<file path="src/rtl/alu_pkg.sv">
// -----------------------------------------------------------------------------
// alu_pkg
// Shared definitions for the command sequencer.
//   CMD_W        default command word width
//   *_HI / *_LO  field bit positions: opcode [11:9], addr1 [8:6],
//                addr2 [5:3], addr3 [2:0]
//   opcode_e     legal opcodes (101 and 110 are not encoded here)
//   seq_state_e  sequencer FSM states
//   op_is_legal  classifies a 3-bit opcode as legal or illegal
// -----------------------------------------------------------------------------
package alu_pkg;

    localparam int CMD_W  = 12;
    localparam int OPC_W  = 3;

    localparam int OPC_HI = 11;
    localparam int OPC_LO = 9;
    localparam int A1_HI  = 8;
    localparam int A1_LO  = 6;
    localparam int A2_HI  = 5;
    localparam int A2_LO  = 3;
    localparam int A3_HI  = 2;
    localparam int A3_LO  = 0;

    typedef enum logic [2:0] {
        OP_ADD = 3'b000,
        OP_SUB = 3'b001,
        OP_AND = 3'b010,
        OP_OR  = 3'b011,
        OP_NOT = 3'b100,
        OP_NOP = 3'b111
    } opcode_e;

    typedef enum logic [1:0] {
        ST_IDLE   = 2'b00,
        ST_FETCH  = 2'b01,
        ST_ISSUE  = 2'b10,
        ST_FINISH = 2'b11
    } seq_state_e;

    // Only the six enumerated opcodes are issued; 101 and 110 are skipped.
    function automatic logic op_is_legal(input logic [OPC_W-1:0] op);
        logic legal;
        case (op)
            OP_ADD, OP_SUB, OP_AND, OP_OR, OP_NOT, OP_NOP: legal = 1'b1;
            default:                                       legal = 1'b0;
        endcase
        return legal;
    endfunction

endpackage

</file>
<file path="src/rtl/cmd_store.sv">
// -----------------------------------------------------------------------------
// cmd_store
// Program memory for the command sequencer: synchronous write, registered
// read with one cycle of latency. Contents have no reset so a program
// survives a sequencer reset.
//   clk    clock
//   we     write strobe
//   waddr  write slot
//   wdata  word to write
//   raddr  read slot (result appears after the next rising edge)
//   rdata  registered read data
// -----------------------------------------------------------------------------
module cmd_store #(
    parameter int DEPTH = 16,
    parameter int CMD_W = 12,
    localparam int AW   = $clog2(DEPTH)
) (
    input  logic             clk,
    input  logic             we,
    input  logic [AW-1:0]    waddr,
    input  logic [CMD_W-1:0] wdata,
    input  logic [AW-1:0]    raddr,
    output logic [CMD_W-1:0] rdata
);

    logic [CMD_W-1:0] mem_q [DEPTH];
    logic [CMD_W-1:0] rdata_q;

    // Storage array write port.
    always_ff @(posedge clk) begin
        if (we) begin
            mem_q[waddr] <= wdata;
        end
    end

    // Registered read; a write to the slot being read in the same edge is
    // forwarded so a start issued together with a load sees the new word.
    always_ff @(posedge clk) begin
        if (we && (waddr == raddr)) begin
            rdata_q <= wdata;
        end else begin
            rdata_q <= mem_q[raddr];
        end
    end

    assign rdata = rdata_q;

endmodule

</file>
<file path="src/rtl/command_sequencer.sv">
// -----------------------------------------------------------------------------
// command_sequencer
// Issues a stored program of command words to a downstream decoder over a
// valid/ready handshake, one command at most every two cycles.
//   clk, rst      clock, synchronous active-high reset
//   load_en/addr/data  program-slot write (honoured only while idle)
//   prog_len      number of slots to run, sampled on start, clamped to DEPTH
//   start         begin a run from slot 0 (honoured only while idle)
//   halt_req      early stop request
//   cmd_valid/cmd_ready/cmd  command handshake to the decoder
//   busy          high while a run is in progress
//   done          one-cycle pulse after a run ends
//   pc            slot currently presented or being evaluated
//   illegal_seen  sticky: an illegal opcode was skipped in this run
// -----------------------------------------------------------------------------
module command_sequencer #(
    parameter int DEPTH = 16,
    parameter int CMD_W = alu_pkg::CMD_W,
    localparam int AW   = $clog2(DEPTH)
) (
    input  logic             clk,
    input  logic             rst,
    input  logic             load_en,
    input  logic [AW-1:0]    load_addr,
    input  logic [CMD_W-1:0] load_data,
    input  logic [AW:0]      prog_len,
    input  logic             start,
    input  logic             halt_req,
    output logic             cmd_valid,
    input  logic             cmd_ready,
    output logic [CMD_W-1:0] cmd,
    output logic             busy,
    output logic             done,
    output logic [AW-1:0]    pc,
    output logic             illegal_seen
);

    import alu_pkg::*;

    localparam logic [AW:0]   DEPTH_CNT = (AW+1)'(DEPTH);
    localparam logic [AW-1:0] PC_MAX    = AW'(DEPTH - 1);

    seq_state_e state_q, state_d;

    logic [AW:0]      len_q, len_d;
    logic [AW-1:0]    pc_q, pc_d;
    logic             halt_pend_q, halt_pend_d;
    logic             illegal_q, illegal_d;
    logic [CMD_W-1:0] cmd_q, cmd_d;
    logic             cmd_valid_q, cmd_valid_d;
    logic             busy_q, busy_d;
    logic             done_q, done_d;

    logic             store_we_s;
    logic [CMD_W-1:0] rd_data_s;
    logic [AW:0]      len_clamp_s;
    logic [AW:0]      pc_cnt_next_s;
    logic [AW-1:0]    pc_inc_s;
    logic             last_s;
    logic [OPC_W-1:0] fetch_op_s;
    logic             fetch_legal_s;
    logic             handshake_s;

    assign store_we_s    = load_en && (state_q == ST_IDLE);
    assign len_clamp_s   = (prog_len > DEPTH_CNT) ? DEPTH_CNT : prog_len;
    // Slot count after the current one, one bit wider so a full-depth run
    // can be recognised without pc wrapping.
    assign pc_cnt_next_s = {1'b0, pc_q} + {{AW{1'b0}}, 1'b1};
    assign last_s        = (pc_cnt_next_s == len_q);
    assign pc_inc_s      = (pc_q == PC_MAX) ? pc_q : (pc_q + AW'(1));
    assign fetch_op_s    = rd_data_s[CMD_W-1 -: OPC_W];
    assign fetch_legal_s = op_is_legal(fetch_op_s);
    assign handshake_s   = (state_q == ST_ISSUE) && cmd_valid_q && cmd_ready;

    // The read address follows the next pc, so the word for a slot is
    // already in the read register during the FETCH cycle that evaluates it.
    cmd_store #(
        .DEPTH (DEPTH),
        .CMD_W (CMD_W)
    ) u_store (
        .clk   (clk),
        .we    (store_we_s),
        .waddr (load_addr),
        .wdata (load_data),
        .raddr (pc_d),
        .rdata (rd_data_s)
    );

    // FSM state register.
    always_ff @(posedge clk) begin
        if (rst) begin
            state_q <= ST_IDLE;
        end else begin
            state_q <= state_d;
        end
    end

    // FSM next-state logic.
    always_comb begin
        state_d = state_q;
        case (state_q)
            ST_IDLE: begin
                if (start) begin
                    state_d = (len_clamp_s == {(AW+1){1'b0}}) ? ST_FINISH : ST_FETCH;
                end else begin
                    state_d = ST_IDLE;
                end
            end
            ST_FETCH: begin
                if (halt_req) begin
                    state_d = ST_FINISH;
                end else if (fetch_legal_s) begin
                    state_d = ST_ISSUE;
                end else if (last_s) begin
                    state_d = ST_FINISH;
                end else begin
                    state_d = ST_FETCH;
                end
            end
            ST_ISSUE: begin
                // A halt seen while waiting is held until the handshake.
                if (handshake_s) begin
                    state_d = (last_s || halt_pend_q || halt_req) ? ST_FINISH : ST_FETCH;
                end else begin
                    state_d = ST_ISSUE;
                end
            end
            ST_FINISH: begin
                state_d = ST_IDLE;
            end
            default: begin
                state_d = ST_IDLE;
            end
        endcase
    end

    // Output and datapath next values.
    always_comb begin
        pc_d        = pc_q;
        len_d       = len_q;
        illegal_d   = illegal_q;
        halt_pend_d = halt_pend_q;
        cmd_d       = cmd_q;
        cmd_valid_d = (state_d == ST_ISSUE);
        busy_d      = (state_d != ST_IDLE);
        // done is registered off the FINISH state, so it follows it by a cycle.
        done_d      = (state_q == ST_FINISH);
        case (state_q)
            ST_IDLE: begin
                if (start) begin
                    len_d       = len_clamp_s;
                    pc_d        = {AW{1'b0}};
                    illegal_d   = 1'b0;
                    halt_pend_d = 1'b0;
                end else begin
                    len_d = len_q;
                end
            end
            ST_FETCH: begin
                if (halt_req) begin
                    pc_d = pc_q;
                end else if (fetch_legal_s) begin
                    cmd_d = rd_data_s;
                end else begin
                    illegal_d = 1'b1;
                    pc_d      = pc_inc_s;
                end
            end
            ST_ISSUE: begin
                if (halt_req) begin
                    halt_pend_d = 1'b1;
                end else begin
                    halt_pend_d = halt_pend_q;
                end
                if (handshake_s) begin
                    pc_d = pc_inc_s;
                end else begin
                    pc_d = pc_q;
                end
            end
            ST_FINISH: begin
                halt_pend_d = 1'b0;
            end
            default: begin
                pc_d = pc_q;
            end
        endcase
    end

    // Output and datapath registers; program memory is not touched by reset.
    always_ff @(posedge clk) begin
        if (rst) begin
            len_q       <= {(AW+1){1'b0}};
            pc_q        <= {AW{1'b0}};
            halt_pend_q <= 1'b0;
            illegal_q   <= 1'b0;
            cmd_q       <= {CMD_W{1'b0}};
            cmd_valid_q <= 1'b0;
            busy_q      <= 1'b0;
            done_q      <= 1'b0;
        end else begin
            len_q       <= len_d;
            pc_q        <= pc_d;
            halt_pend_q <= halt_pend_d;
            illegal_q   <= illegal_d;
            cmd_q       <= cmd_d;
            cmd_valid_q <= cmd_valid_d;
            busy_q      <= busy_d;
            done_q      <= done_d;
        end
    end

    assign cmd_valid    = cmd_valid_q;
    assign cmd          = cmd_q;
    assign busy         = busy_q;
    assign done         = done_q;
    assign pc           = pc_q;
    assign illegal_seen = illegal_q;

endmodule

</file>
<file path="config.mk">
export PLATFORM = sky130hd
export DESIGN_NAME = command_sequencer
export DESIGN_NICKNAME = d
export VERILOG_FILES = /design/src/rtl/alu_pkg.sv /design/src/rtl/cmd_store.sv /design/src/rtl/command_sequencer.sv
export SDC_FILE = /design/constraint.sdc
export NUM_CORES = 1
export LEC_CHECK = 0
export CAP_MARGIN = 20
export CORE_MARGIN = 3
export CORE_UTILIZATION = 60
export CTS_BUF_LIST = sky130_fd_sc_hd__clkbuf_2
export DETAILED_ROUTE_END_ITERATION = 10
export PLACE_DENSITY = 0.85
export SLEW_MARGIN = 20
export SYNTH_ARGS = -nofsm -noshare
export SYNTH_HDL_FRONTEND = slang
export SYNTH_SLANG_ARGS = --single-unit
</file>
<file path="constraint.sdc">
create_clock -name clk -period 3 [get_ports clk]
set_clock_uncertainty 0.2 [all_clocks]
set_input_delay 0.9 -clock clk [delete_from_list [all_inputs] [get_ports clk]]
set_output_delay 0.9 -clock clk [all_outputs]
set_load 0.05 [all_outputs]
</file>
==> results by group <==
Global route
  – Gr busiest metal: met2
  – Met3 Resource Use GR: 4.69%
  – GR Util met1: 33.2%
  – First-pass GRT wire length: slightly below 30000 um
  – Initial antenna violation count: 1
  – Vias in the first global route: approximately 5.3k
  – GR Layer Usage met2: 37.9%
  – GR Util All Layers: 24.0%
  – GRT Residual Overflow: 0
  – Maximum number of pins on one net before global-route repair: 24

Timing
  – Fmax: 348 MHz
  – Final setup TNS: 0 ps
  – Least-Margin Pin Slew: 641 ps
  – RSZ-0062 raised after global routing: no
  – Final Cycle Share: 95.9%
  – Max-slew violations: 0
  – Fin crit period: 2880 ps
  – Setup violators final: 0
  – Hold Violations, Final: 0
  – Tightest hold margin: between 200 and 300 ps
  – Worst slew margin: a little under three fifths

Floorplanning
  – Die ar.: between 15000 and 20000 um^2
  – Height of the die: 129 um
  – Starting Density: 62.0%
  – # IOs: 47
  – Core Box Area: 14600 um^2
  – FP Rows: 44
  – Die W: between 100 and 150 um

Yosys
  – Seq/Total Area, Yosys: 70.6%
  – Synth area leaders: edfxtp_1 (64%), mux4_2 (14%), dfxtp_1 (7.1%)
  – Count leader, synth: edfxtp_1
  – Synth Warn #: 0
  – Dominant synthesized flop cell: edfxtp_1
  – Yosys cell types: 51
  – #FFs+latches synth: roughly 220
  – Syn_area_per_cell: 17.9 um^2
  – Top-area cell type share of the netlist area: between 60% and 70%
  – Post-synth ARST share: 0%
  – Synth top cells by count: edfxtp_1 (192), mux4_2 (57), dfxtp_1 (32), nand2_1 (32), nor2_1 (30)
  – Synth Instances: approximately 500
  – Post-synth EDFFs: 192
  – Synth area leader: edfxtp_1
  – Mapped cell area: just over 9000 um^2
  – Synthesized Nets: approximately 540

Clocking
  – H-tree depth: 2
  – Later-pin clock latency in the skew report: around 800 ps
  – CTS Hold Buffers Added: 0
  – CTS max path bufs: 3
  – Reg clk slew, reported paths: 110 ps
  – Num CTS Buffers: between 50 and 60
  – Sink Count: between 200 and 250
  – CTS tree: done
  – CTS root buf: clkbuf_2

Worst setup path
  – Worst setup path class: register to output pin
  – Crit path max fanout: 7
  – Setup crit end kind: output pin
  – Worst r2r dst: cmd_valid
  – CP Capture Point: pc[1]
  – CP Launch Type: register
  – Slowest cell delay on critical path: approximately 540 ps
  – Buffers and inverters on the worst path: 1
  – Worst R2R Path Depth: 7
  – Crit-path slowest cell: clkdlybuf4s15_1
  – WP data required: between 1500 and 2000 ps
  – Worst R2R Setup Slack: 260 ps
  – Crit path launch: pc[1]
  – CP Depth: 1
  – Critical-path cell list: clkdlybuf4s15_1
  – Delay-heaviest family, CP: buffers and inverters
  – Arrival time of the worst setup path: 1780 ps

Layout
  – Multi-input gate area: around 2500 um^2
  – Area delta synth->final: 14.7%
  – Share of post-route cells with drive strength above 1: between 20 and 30%
  – Filler cells: 923
  – Reg area: about 6400 um^2
  – Post-layout util: between 70% and 80%
  – Final cell count without fillers: between 800 and 900
  – Nets: roughly 650

Power and ir drop
  – Total power: approximately 5800 uW
  – Peak VDD IR: 0.291 mV
  – Leakage: around 0.0035 uW
  – Pwr dens: 556 nW/um^2

Detailed routing
  – Pre-Repair DR Iteration Count: 5
  – Total Wirelength: about 19000 um
  – Initial DRC Count: between 500 and 600
  – Per-cell routed wire length: between 20 and 25 um
  – DRC: 0
  – Via count: between 5k and 6k
  – DR vias/cell: between 6 and 7
  – Antenna viol nets, final: 0

Placed design
  – Cells after DPL: around 750
  – Final HPWL DP: around 12000 um
  – Port-buffer cells: 46
  – Routability Congestion: approximately 0.88

Job
  – Max-cap viol count: 0

Hold path
  – Worst min path class: register to register

Outcome
  – Status: finished clean
registers in the layout, summed over array words and instances, names as in the netlist, named ones only:
register,flops
halt_pend_q,1
len_q,5
busy,1
u_store.mem_q,192
state_q,2
cmd_valid,1
pc,4
illegal_seen,1
done,1
cmd,12
metrics by stage:
stage / setup WS (ps) / area [um^2]
floorplan: 205 / 9070
global placement: 73.1 / 9970
detailed placement: -16.8 / 9970
CTS: 9.11 / 10400
global route: 16.8 / 10400
finish: 123 / 10400
what timing repair did:
| item | in CTS | in global routing |
|---|---|---|
| setup buffers | 0 | 0 |
| resized for setup | 24 | 3 |
| endpoints found under the setup margin | 20 | 3 |
report_power, final:
part / switching (uW) / internal (uW) / leakage [uW]
registers: 30.9 / 3430 / 0.00199
logic: 297 / 212 / 0.00120
clock network: 1140 / 682 / 0.000355
how the worst min path moves through the flow:
stage              from       end  slack [ps]  cells after the start
6_report         cmd[0]    cmd[0]         260                      2
4_1_cts          cmd[0]    cmd[0]         270                      2
3_3_place_gp     cmd[2]    cmd[2]         250                      2
2_1_floorplan  len_q[4]  len_q[4]         260                      2
5_1_grt          cmd[1]    cmd[1]         290                      2
3_5_place_dp     cmd[6]    cmd[6]         260                      2
cells by family (layout without fill, tap and decap cells):
group           count (synthesis)  count (layout)  synth area share [%]
mux                            66              66                  15.1
compound gates                 59              59                  4.52
xor+xnor                        7               7                 0.966
buf+inv                        31             183                  1.57
flops                         224             224                  70.6
other cells                     0               1                     0
simple gates                  115             115                  6.50
fa+ha+maj                       5               5                 0.690
layer usage:
layer	vias up	share of wire, %	wire length [um]
met3	33	6.4	1210
met1	2609	41	7750
met4	0	2.6	498
met5	-	0	0
li1	2311	-	-
met2	233	50	9410
layout by cell type, fill, tap and decap left out, types with 3 or more instances in the layout:
cell / count
edfxtp_1: 192
nor3b_1: 4
nor2b_1: 7
a31o_1: 4
a211oi_1: 6
ha_1: 5
clkinv_2: 3
inv_1: 8
clkinv_1: 17
a21oi_1: 14
buf_4: 28
o21ai_1: 3
nor3_1: 3
nand2b_1: 5
nor2_1: 30
nand2_1: 32
buf_12: 4
dfxtp_1: 30
mux2i_1: 9
a31oi_1: 7
clkbuf_2: 76
and3_1: 3
nor4_1: 4
dlygate4sd2_1: 16
o21ai_0: 9
clkdlybuf4s50_1: 26
or3_1: 4
mux4_2: 57
nand3_1: 9
nor3_2: 4
xor2_1: 3
final cells by class:
class / count / share of cell area [%]
flip-flops and latches: 224 / 61.6
multi-input cells: 252 / 24.4
repair buffers: 78 / 6.94
clock buffers: 74 / 3.56
well taps: 184 / 2.21
clock inverters: 23 / 0.950
inverters: 8 / 0.288
diodes: 1 / 0.0240
No activity file was read; power rests on OpenSTA's default activity.
